[src/rtl/main_memory_pkg.sv]
// main_memory_pkg: shared types and encodings for the
// main memory sequencer and its arbiter.
package main_memory_pkg;

  typedef enum logic [2:0] {
    IDLE,
    RD_ACC,
    RD_DONE,
    WR_FETCH,
    WR_LATCH,
    WR_DRIVE,
    WR_DONE
  } state_t;

  localparam logic [1:0] SZ_BYTE = 2'd0;
  localparam logic [1:0] SZ_HALF = 2'd1;
  localparam logic [1:0] SZ_WORD = 2'd3;

  localparam logic RD = 1'b1;
  localparam logic WR = 1'b0;

  localparam int CNT_W = 4;

  // sizes 2 and 3 both mean a full word
  function automatic logic is_word(input logic [1:0] sz);
    return sz[1];
  endfunction

endpackage

[src/rtl/main_memory_ctrl_if.sv]
// main_memory_ctrl_if: two requester ports plus the
// array strobes and latched address driven by the ctrl.
interface main_memory_ctrl_if;
  logic        r0_en;
  logic        r1_en;
  logic        r0_rd_wr;
  logic        r1_rd_wr;
  logic [1:0]  r0_wr_size;
  logic [1:0]  r1_wr_size;
  logic [31:0] r0_addr;
  logic [31:0] r1_addr;
  logic        r0_ready;
  logic        r1_ready;
  logic [1:0]  grant;
  logic [31:0] mem_addr;
  logic [1:0]  mem_wr_size;
  logic        ctrl_ce;
  logic        ctrl_oe;
  logic        ctrl_wr;
  logic        ctrl_rd;
  logic        reg_wr;

  modport master (
    output r0_en, r1_en, r0_rd_wr, r1_rd_wr,
    output r0_wr_size, r1_wr_size, r0_addr, r1_addr,
    input  r0_ready, r1_ready, grant,
    input  mem_addr, mem_wr_size,
    input  ctrl_ce, ctrl_oe, ctrl_wr, ctrl_rd, reg_wr
  );

  modport slave (
    input  r0_en, r1_en, r0_rd_wr, r1_rd_wr,
    input  r0_wr_size, r1_wr_size, r0_addr, r1_addr,
    output r0_ready, r1_ready, grant,
    output mem_addr, mem_wr_size,
    output ctrl_ce, ctrl_oe, ctrl_wr, ctrl_rd, reg_wr
  );
endinterface

[src/rtl/rr_arbiter2.sv]
// rr_arbiter2: two-way round-robin pick; the last_grant
// flop lives in the parent so this stays combinational.
module rr_arbiter2 (
  input  logic       req0,
  input  logic       req1,
  input  logic       last_grant,
  input  logic       en,
  output logic [1:0] gnt
);

  // one-hot pick, ties go to the port not served last
  always_comb begin
    gnt = 2'b00;
    unique case (1'b1)
      !en:                    gnt = 2'b00;
      en && req0 && req1:     gnt = last_grant ? 2'b01 : 2'b10;
      en && req0 && !req1:    gnt = 2'b01;
      en && !req0 && req1:    gnt = 2'b10;
      default:                gnt = 2'b00;
    endcase
  end

endmodule

[src/rtl/main_memory_ctrl.sv]
// main_memory_ctrl: arbitrates two requesters and sequences
// SRAM read, word write and read-modify-write strobes.
module main_memory_ctrl
  import main_memory_pkg::*;
#(
  parameter int unsigned SRAM_WAIT = 3
) (
  input logic              clk,
  input logic              reset,
  main_memory_ctrl_if.slave bus
);

  localparam logic [CNT_W-1:0] CNT_LD =
    CNT_W'(SRAM_WAIT - 1);

  state_t           state, state_nxt;
  logic [CNT_W-1:0] wait_cnt, cnt_nxt;
  logic [1:0]       grant_q, grant_nxt;
  logic [1:0]       arb_gnt;
  logic             last_grant, last_nxt;
  logic [31:0]      addr_q, addr_nxt;
  logic             rd_wr_q, rd_wr_nxt;
  logic [1:0]       size_q, size_nxt;
  logic [31:0]      sel_addr;
  logic             sel_rd_wr;
  logic [1:0]       sel_size;
  logic             cnt_zero;

  rr_arbiter2 u_arb (
    .req0       (bus.r0_en),
    .req1       (bus.r1_en),
    .last_grant (last_grant),
    .en         (state == IDLE),
    .gnt        (arb_gnt)
  );

  assign sel_addr  = arb_gnt[1] ? bus.r1_addr : bus.r0_addr;
  assign sel_rd_wr = arb_gnt[1] ? bus.r1_rd_wr : bus.r0_rd_wr;
  assign sel_size  = arb_gnt[1] ? bus.r1_wr_size
                                : bus.r0_wr_size;
  assign cnt_zero  = (wait_cnt == '0);

  // next state, wait counter and request latch
  always_comb begin
    state_nxt = state;
    cnt_nxt   = wait_cnt;
    grant_nxt = grant_q;
    last_nxt  = last_grant;
    addr_nxt  = addr_q;
    rd_wr_nxt = rd_wr_q;
    size_nxt  = size_q;
    unique case (state)
      IDLE: begin
        if (arb_gnt != 2'b00) begin
          grant_nxt = arb_gnt;
          last_nxt  = arb_gnt[1];
          cnt_nxt   = CNT_LD;
          addr_nxt  = sel_addr;
          rd_wr_nxt = sel_rd_wr;
          size_nxt  = sel_size;
          if (sel_rd_wr == RD)
            state_nxt = RD_ACC;
          else if (is_word(sel_size))
            state_nxt = WR_DRIVE;
          else
            state_nxt = WR_FETCH;
        end
      end
      RD_ACC: begin
        if (cnt_zero) state_nxt = RD_DONE;
        else          cnt_nxt   = wait_cnt - 1'b1;
      end
      RD_DONE: begin
        state_nxt = IDLE;
        grant_nxt = 2'b00;
      end
      WR_FETCH: begin
        if (cnt_zero) state_nxt = WR_LATCH;
        else          cnt_nxt   = wait_cnt - 1'b1;
      end
      WR_LATCH: begin
        state_nxt = WR_DRIVE;
        cnt_nxt   = CNT_LD;
      end
      WR_DRIVE: begin
        if (cnt_zero) state_nxt = WR_DONE;
        else          cnt_nxt   = wait_cnt - 1'b1;
      end
      WR_DONE: begin
        state_nxt = IDLE;
        grant_nxt = 2'b00;
      end
      default: begin
        state_nxt = IDLE;
        grant_nxt = 2'b00;
      end
    endcase
  end

  // state, counter, grant owner and latched request
  always_ff @(posedge clk) begin
    if (reset) begin
      state      <= IDLE;
      wait_cnt   <= '0;
      grant_q    <= 2'b00;
      last_grant <= 1'b1;
      addr_q     <= '0;
      rd_wr_q    <= WR;
      size_q     <= SZ_BYTE;
    end else begin
      state      <= state_nxt;
      wait_cnt   <= cnt_nxt;
      grant_q    <= grant_nxt;
      last_grant <= last_nxt;
      addr_q     <= addr_nxt;
      rd_wr_q    <= rd_wr_nxt;
      size_q     <= size_nxt;
    end
  end

  // array strobes decoded from registered state only
  always_comb begin
    bus.ctrl_ce  = 1'b0;
    bus.ctrl_oe  = 1'b0;
    bus.ctrl_wr  = 1'b0;
    bus.ctrl_rd  = 1'b0;
    bus.reg_wr   = 1'b0;
    bus.r0_ready = 1'b0;
    bus.r1_ready = 1'b0;
    unique case (state)
      RD_ACC, WR_FETCH: begin
        bus.ctrl_ce = 1'b1;
        bus.ctrl_oe = 1'b1;
      end
      RD_DONE: begin
        bus.ctrl_ce  = 1'b1;
        bus.ctrl_oe  = 1'b1;
        bus.ctrl_rd  = 1'b1;
        bus.r0_ready = grant_q[0];
        bus.r1_ready = grant_q[1];
      end
      WR_LATCH: begin
        bus.ctrl_ce = 1'b1;
        bus.ctrl_oe = 1'b1;
        bus.reg_wr  = 1'b1;
      end
      WR_DRIVE: begin
        bus.ctrl_ce = 1'b1;
        bus.ctrl_wr = 1'b1;
      end
      WR_DONE: begin
        bus.r0_ready = grant_q[0];
        bus.r1_ready = grant_q[1];
      end
      default: ;
    endcase
  end

  assign bus.grant       = grant_q;
  assign bus.mem_addr    = addr_q;
  assign bus.mem_wr_size = size_q;

endmodule

[src/flat_wrapper.sv]
// flat-port wrapper written by rule: the top's interface ports become plain ports
module main_memory_ctrl_flat import main_memory_pkg::*;
#(
  parameter int unsigned SRAM_WAIT = 3
)
  (clk, reset, bus_r0_en, bus_r1_en, bus_r0_rd_wr, bus_r1_rd_wr, bus_r0_wr_size, bus_r1_wr_size, bus_r0_addr, bus_r1_addr, bus_r0_ready, bus_r1_ready, bus_grant, bus_mem_addr, bus_mem_wr_size, bus_ctrl_ce, bus_ctrl_oe, bus_ctrl_wr, bus_ctrl_rd, bus_reg_wr);
  main_memory_ctrl_if bus_i ();
  input logic clk;
  input logic reset;
  input wire logic [$bits(bus_i.r0_en)-1:0] bus_r0_en;
  input wire logic [$bits(bus_i.r1_en)-1:0] bus_r1_en;
  input wire logic [$bits(bus_i.r0_rd_wr)-1:0] bus_r0_rd_wr;
  input wire logic [$bits(bus_i.r1_rd_wr)-1:0] bus_r1_rd_wr;
  input wire logic [$bits(bus_i.r0_wr_size)-1:0] bus_r0_wr_size;
  input wire logic [$bits(bus_i.r1_wr_size)-1:0] bus_r1_wr_size;
  input wire logic [$bits(bus_i.r0_addr)-1:0] bus_r0_addr;
  input wire logic [$bits(bus_i.r1_addr)-1:0] bus_r1_addr;
  output wire logic [$bits(bus_i.r0_ready)-1:0] bus_r0_ready;
  output wire logic [$bits(bus_i.r1_ready)-1:0] bus_r1_ready;
  output wire logic [$bits(bus_i.grant)-1:0] bus_grant;
  output wire logic [$bits(bus_i.mem_addr)-1:0] bus_mem_addr;
  output wire logic [$bits(bus_i.mem_wr_size)-1:0] bus_mem_wr_size;
  output wire logic [$bits(bus_i.ctrl_ce)-1:0] bus_ctrl_ce;
  output wire logic [$bits(bus_i.ctrl_oe)-1:0] bus_ctrl_oe;
  output wire logic [$bits(bus_i.ctrl_wr)-1:0] bus_ctrl_wr;
  output wire logic [$bits(bus_i.ctrl_rd)-1:0] bus_ctrl_rd;
  output wire logic [$bits(bus_i.reg_wr)-1:0] bus_reg_wr;
  assign bus_i.r0_en = bus_r0_en;
  assign bus_i.r1_en = bus_r1_en;
  assign bus_i.r0_rd_wr = bus_r0_rd_wr;
  assign bus_i.r1_rd_wr = bus_r1_rd_wr;
  assign bus_i.r0_wr_size = bus_r0_wr_size;
  assign bus_i.r1_wr_size = bus_r1_wr_size;
  assign bus_i.r0_addr = bus_r0_addr;
  assign bus_i.r1_addr = bus_r1_addr;
  assign bus_r0_ready = bus_i.r0_ready;
  assign bus_r1_ready = bus_i.r1_ready;
  assign bus_grant = bus_i.grant;
  assign bus_mem_addr = bus_i.mem_addr;
  assign bus_mem_wr_size = bus_i.mem_wr_size;
  assign bus_ctrl_ce = bus_i.ctrl_ce;
  assign bus_ctrl_oe = bus_i.ctrl_oe;
  assign bus_ctrl_wr = bus_i.ctrl_wr;
  assign bus_ctrl_rd = bus_i.ctrl_rd;
  assign bus_reg_wr = bus_i.reg_wr;
  main_memory_ctrl #(.SRAM_WAIT(SRAM_WAIT)) u_core (.clk(clk), .reset(reset), .bus(bus_i));
endmodule
[config.mk]
export PLATFORM = sky130hd
export DESIGN_NAME = main_memory_ctrl_flat
export DESIGN_NICKNAME = d
export VERILOG_FILES = /design/src/rtl/main_memory_pkg.sv /design/src/rtl/main_memory_ctrl_if.sv /design/src/rtl/rr_arbiter2.sv /design/src/rtl/main_memory_ctrl.sv /design/src/flat_wrapper.sv
export SDC_FILE = /design/constraint.sdc
export NUM_CORES = 1
export LEC_CHECK = 0
export BUFFER_PORTS_ARGS = -buffer_cell sky130_fd_sc_hd__buf_2
export CORE_MARGIN = 3
export CORE_UTILIZATION = 42
export CTS_CLUSTER_DIAMETER = 30
export DETAILED_ROUTE_END_ITERATION = 12
export HOLD_SLACK_MARGIN = 0.1
export PLACE_DENSITY_LB_ADDON = 0.05
export SYNTH_ARGS = -nofsm -noshare
export SYNTH_HDL_FRONTEND = slang
export SYNTH_SLANG_ARGS = --single-unit
[constraint.sdc]
create_clock -name clk -period 1.57 [get_ports clk]
set_input_delay 0.0785 -clock clk [delete_from_list [all_inputs] [get_ports clk]]
set_output_delay 0.0785 -clock clk [all_outputs]
set_load 0.02 [all_outputs]
== Word-level counts from Yosys, hierarchy flattened ==
Cells that the tools add are included.
Storage, ports and cells
  memories kept: 0
  flip-flop bits (word level): 44
  memory bits (read-only): 0
  bits in writable memories: 0
  latch bits: 0
Cells by class
  add/sub/neg operators: 1
  eq/ne operators: 11
  reduce and logical (&&, ||, !) cells: 20
  mux-type cells: 24
  $mul: 0
  bitwise logic cells: 1
  div/mod/pow operators: 0
  order comparisons: 0
  shifts and indexed selects: 0
Operators with widths (number)
  $mux 32: 1
  $mux 3: 6
  $pmux 3 s5: 1
  $pmux 4 s3: 1
  $eq 3x3->1 const B: 3
  $mux 1: 8
  $mux 4: 2
  $ne 2x1->1 const B: 4
  $reduce_or 4->1: 2
  $eq 3x2->1 const B: 2
  $mux 2: 3
  $pmux 2 s3: 1
  $logic_and 1x1->1: 5
  $reduce_or 5->1: 1
  $logic_not 4->1: 1
  $pmux 2 s2: 1
  $reduce_and 2->1: 2
  $reduce_and 4->1: 1
  $sub 4x1->4 const B: 1
  $eq 3x1->1 const B: 1
  $logic_not 3->1: 1
  $reduce_and 3->1: 1
  $reduce_bool 3->1: 1
  $reduce_or 3->1: 1
  other kinds (5): 6

== Longest topological paths before layout ==
  depth in word-level cells: 9
  depth in mapped cells: 6

== Hierarchy ==
From an unflattened synthesis, not the netlist that was laid out.
Second synthesis, totals
  cell total of the unflattened synthesis: 235
  area, all modules: 2358.5 sq um
Modules (own cells, without submodules)
  main_memory_ctrl: cells each 230, area an instance 2337.2 sq um, sequential area each 880.8 sq um, instances 1
  rr_arbiter2: cells each 5, area an instance 21.3 sq um, sequential area each 0.0 sq um, instances 1

== Worst setup path after synthesis ==
OpenSTA, ideal clock, no wires.
  path type: register -> register
  start: register u_core.wait_cnt[0]
  end: register u_core.state[1]
  data arrival time: 1.381 ns
  path slack: 0.077 ns
  cell stages (with the launch flop): 6
  required time: 1.458 ns
  buffers on the path: 0
  cells stage by stage: dfxtp_1 -> inv_1 -> ha_1 -> or3b_1 -> and2_1 -> a2111oi_1
Between the ends
  longest elaborated chain between the ends: 3
  elaborated cells on any way between the ends: 5
  those cells by class: eq/ne (3); reduce/logical (2)
RTL lines
  from (decl): line main_memory_ctrl.sv:17  | logic [CNT_W-1:0] wait_cnt, cnt_nxt;
  from (signal assigned): line main_memory_ctrl.sv:112  | wait_cnt <= cnt_nxt;
  $logic_not 4->1 (*): line main_memory_ctrl.sv:41  | assign cnt_zero = (wait_cnt == '0);
  $ne 2x1->1 (no line)
  $reduce_and 4->1 (no line) (*)
  to (signal assigned): line main_memory_ctrl.sv:111  | state <= state_nxt;
  to (decl): line main_memory_ctrl.sv:16  | state_t state, state_nxt;
Every way passes the cells marked *; elsewhere a longest branch is shown, timed or not.
A chain may end at the register's enable or synchronous reset.

== Final worst setup path ==
  start: register u_core.state[1]
  end: output bus_ctrl_oe
Between the ends
  longest elaborated chain between the ends: 3
  elaborated cells on any way between the ends: 6
  those cells by class: eq/ne (4); mux (1); reduce/logical (1)
RTL lines
  $eq 3x1->1, or another cell as far along: line main_memory_ctrl.sv:130  | unique case (state)
  $reduce_or 4->1 (no line) (*)
  $mux 1 (*): line main_memory_ctrl.sv:130
  to (decl): line flat_wrapper.sv:24  | output wire logic [$bits(bus_i.ctrl_oe)-1:0] bus_ctrl_oe;
Marked as above.

==> metrics list <==
- Across the run, the number of max-cap violations was 0.
- For this run, design rule violations remaining after detail routing come to 0.
* # Post-CTS Setup Buffers: 0
* Filler Cells Inserted: 460
- For this design, the slowest cell found on the critical path is dfxtp_1.
- The first global-routing pass estimated 14100 um of wire.
* Post-synthesis instance area: 2540 um^2
- A synthesized cell averages 9.04 um^2.
- Across the whole layout, storage elements account for 882 um^2.
- After detailed routing, the average wire length per cell comes to 16.1 um.
- The floorplan step defined a die boundary enclosing 7020 um^2.
- Final count of negative-setup-slack endpoints: 0
- In the routed layout, each cell is associated on average with a via count of 5.60.
- In the layout the commonest cells are buf_2 (116), dlygate4sd3_1 (66), dfxtp_1 (43).
- Number of primary I/O pins: 117
- The first TritonRoute pass finished after 4 iterations.
- Total routed wirelength: 8660 um
- Final clock skew: 12.8 ps
- After clock tree synthesis, the clock-pin slew on the worst setup and hold paths is 80 ps.
- Cell internal power dissipation: 3.43 mW
* Fraction of layout instances using a drive strength above 1: 0.406
- Entering global routing, the biggest net connects 33 pins.
* Y dimension of the die: 83.8 um
- Number of clock sinks seen by CTS: 44
* Highest attainable clock frequency: 0.676 GHz
- Detailed placement finished with a half-perimeter wire length of 5220 um.
- Together, buffers and inverters on the worst path number 2.
* Final estimated routing congestion in global placement: 0.776
- The repair_antennas step left the layout with diodes totalling 0.
- Count of flip-flops with a built-in enable after synthesis: 0
- Longest individual stage delay on the worst path: 360 ps
- Initial antenna violation count: 0
- Share of synthesized area occupied by flip-flops and latches: 0.347
- All-layer global routing usage: 0.239
- Count of buffers inserted at the top-level ports: 116
- For the pin with the worst max-slew slack, the measured transition is 532 ps.
- STA classifies the critical path endpoint as an output port.
- Proportion of power drawn by the clock network: 0.123
- Arrival time worst endpoint: 1400 ps
* Net switching component of the power: 2.85 mW
* Required time of the critical path: 1490 ps
- Overall power consumption: 6.27 mW
* Number of unique standard cell types used by synthesis: 43
- Setup repair after global routing missed its margin: no
* Path class of the lowest-slack min-delay path: input port to flop
- Ys flop type: dfxtp_1
- Once detail routing completed, the nets flagged for antenna violations numbered 0.
* X dimension of the die: 83.8 um
- The analysis attributes to cell leakage a power of 1.68 nW.
* Async S/R FF share, synth: 0
- Compared with the post-synthesis result, the final layout area differs by 59.7%.
- Total area of multi-input combinational cells: 1470 um^2
- Worst VDD drop: 0.926 mV
* TritonCTS Buffers: 5
- The number of global-route vias before repair was 2940.
- Final min period: 1480 ps
- The initial utilization of the core area, before any placement, comes to 0.448.
* Number of DRC markers in iteration 0: 143
- The flow ran to the end, and the final reports show no timing, DRC or antenna violations.
- In this run the core area contains 27 standard-cell rows.
- Post-Synthesis Cells: 281
* Category of the most critical setup path: flop to output port
- Dividing total power by cell area gives a power density of 1550 nW/um^2.
- Of the total power, the share spent switching nets is 0.454.
- Slack of the critical path: 89.8 ps
- Largest fanout on the critical path: 10
* Top cell family by delay on the critical path: buffers and inverters
- Final hold slack: 109 ps
* Final Slew Violations: 0
* Commonest non-fill, non-tap cell in the layout: buf_2
* Worst skew pair latency: 310 ps
- Post-Syn Nets: 356
* Worst slack after detailed placement: 105 ps
* CTS tree: yes
- Final layout net count: 540
- Core Area: 5680 um^2
* Final number of hold-violating endpoints: 0
- Accumulated negative setup slack: 0 ps
- The clock passes through at most 2 buffers.
- Tcrit/Tclk final: 0.943
- Htree depth: 2
- STA classifies the critical path startpoint as a flop.
- Portion of total power attributed to sequential cells: 0.277
- Global routing finished with a remaining overflow of 0.
* Logic gate share of total power: 0.600
* Max-Slew Margin vs Limit: 0.645
- Root buffer cell: clkbuf_8
- The final route contains 3011 vias.
- Synthesis warning total: 0
- Counting flops and latches in the post-synthesis netlist gives 44.
- The critical path goes through buf_4 > nor2_2 > xnor2_1 > buf_2.
-- tightest hold or removal path: cells and delay by family --
kind,cells,cell delay (ps)
buffers and inverters,1,120
and+or+nand+nor,1,90
AOI/OAI and AO/OA,1,70
-- what timing repair did --
| action | in CTS | in global routing |
|---|---|---|
| hold buffers | 65 | 1 |
| hold endpoints to repair | 34 | 1 |
| setup endpoints to repair | 1 | 4 |
| resized for setup | 1 | 3 |
-- through the flow --
step | utilization | cell area [um^2] | instances
CTS | 0.711 | 4040 | 537
floorplan | - | 2540 | 281
global placement | 0.580 | 3290 | 464
global route | 0.715 | 4060 | 538
finish | 0.715 | 4060 | 538
detailed placement | 0.580 | 3290 | 464
-- metal layers --
metal,global-route usage,vias to the layer above,part of all wire
li1,-,1457,-
met1,0.299,1420,0.43
met2,0.408,113,0.49
met3,0.0484,21,0.057
met4,0.0833,0,0.024
met5,0,-,0
-- path summary, 6_finish.rpt --
path,startpoint,to,slack (ps),cells past startpoint
max,u_core.state[1],bus_ctrl_oe,90,4
min,bus_r1_wr_size[1],u_core.state[2],110,3
max reg2reg,u_core.state[1],u_core.bus.mem_wr_size[1],110,4
min reg2reg,u_core.bus.grant[0],u_core.bus.grant[0],500,2
-- state kept, by name, indices dropped and copies added (netlist names) --
signal                  count
u_core.bus.grant            2
u_core.bus.mem_wr_size      2
u_core.wait_cnt             4
u_core.state                3
u_core.last_grant           1
u_core.bus.mem_addr        32
-- kinds of logic after synthesis --
family                     share of synthesized area
and+or+nand+nor                                0.159
buffers and inverters                         0.0788
DFF                                            0.347
adders and majority gates                    0.00492
AOI/OAI and AO/OA                              0.403
xor gates and xnor gates                     0.00345
muxes                                        0.00394
-- power by group through the flow --
stage | Combinational (mW) | Sequential [mW] | Clock, mW
finish | 3.76 | 1.74 | 0.775
global route | 4.07 | 1.78 | 0.823
CTS | 3.73 | 1.73 | 0.786
detailed placement | 3.59 | 1.75 | 0
global placement | 3.58 | 1.74 | 0
floorplan | 2.11 | 2.11 | 0
-- cells in the mapped netlist, types with 3 or more instances --
cell / number / share of area
nor2b_1: 3 / 0.0074
buf_6: 5 / 0.022
or3_1: 3 / 0.0074
a311oi_2: 30 / 0.18
and2_1: 3 / 0.0074
nor3b_1: 3 / 0.0089
clkbuf_1: 12 / 0.018
nand2b_1: 6 / 0.015
o21bai_1: 3 / 0.0089
nand3_1: 34 / 0.067
o21ai_0: 7 / 0.014
inv_1: 5 / 0.0074
o21ai_1: 29 / 0.057
dfxtp_1: 44 / 0.35
buf_2: 13 / 0.026
a32oi_1: 3 / 0.010
nand4b_1: 3 / 0.010
a21oi_1: 40 / 0.079
a311oi_1: 5 / 0.017
-- area by class of cell --
cell class / instances / area share
sequential: 44 / 0.217
tap: 72 / 0.0222
clock buffer: 7 / 0.0213
timing repair buffer: 210 / 0.370
clock inverter: 1 / 0.00185
multi-input combinational: 199 / 0.363
inverter: 5 / 0.00462
No activity file was read; power rests on OpenSTA's default activity.
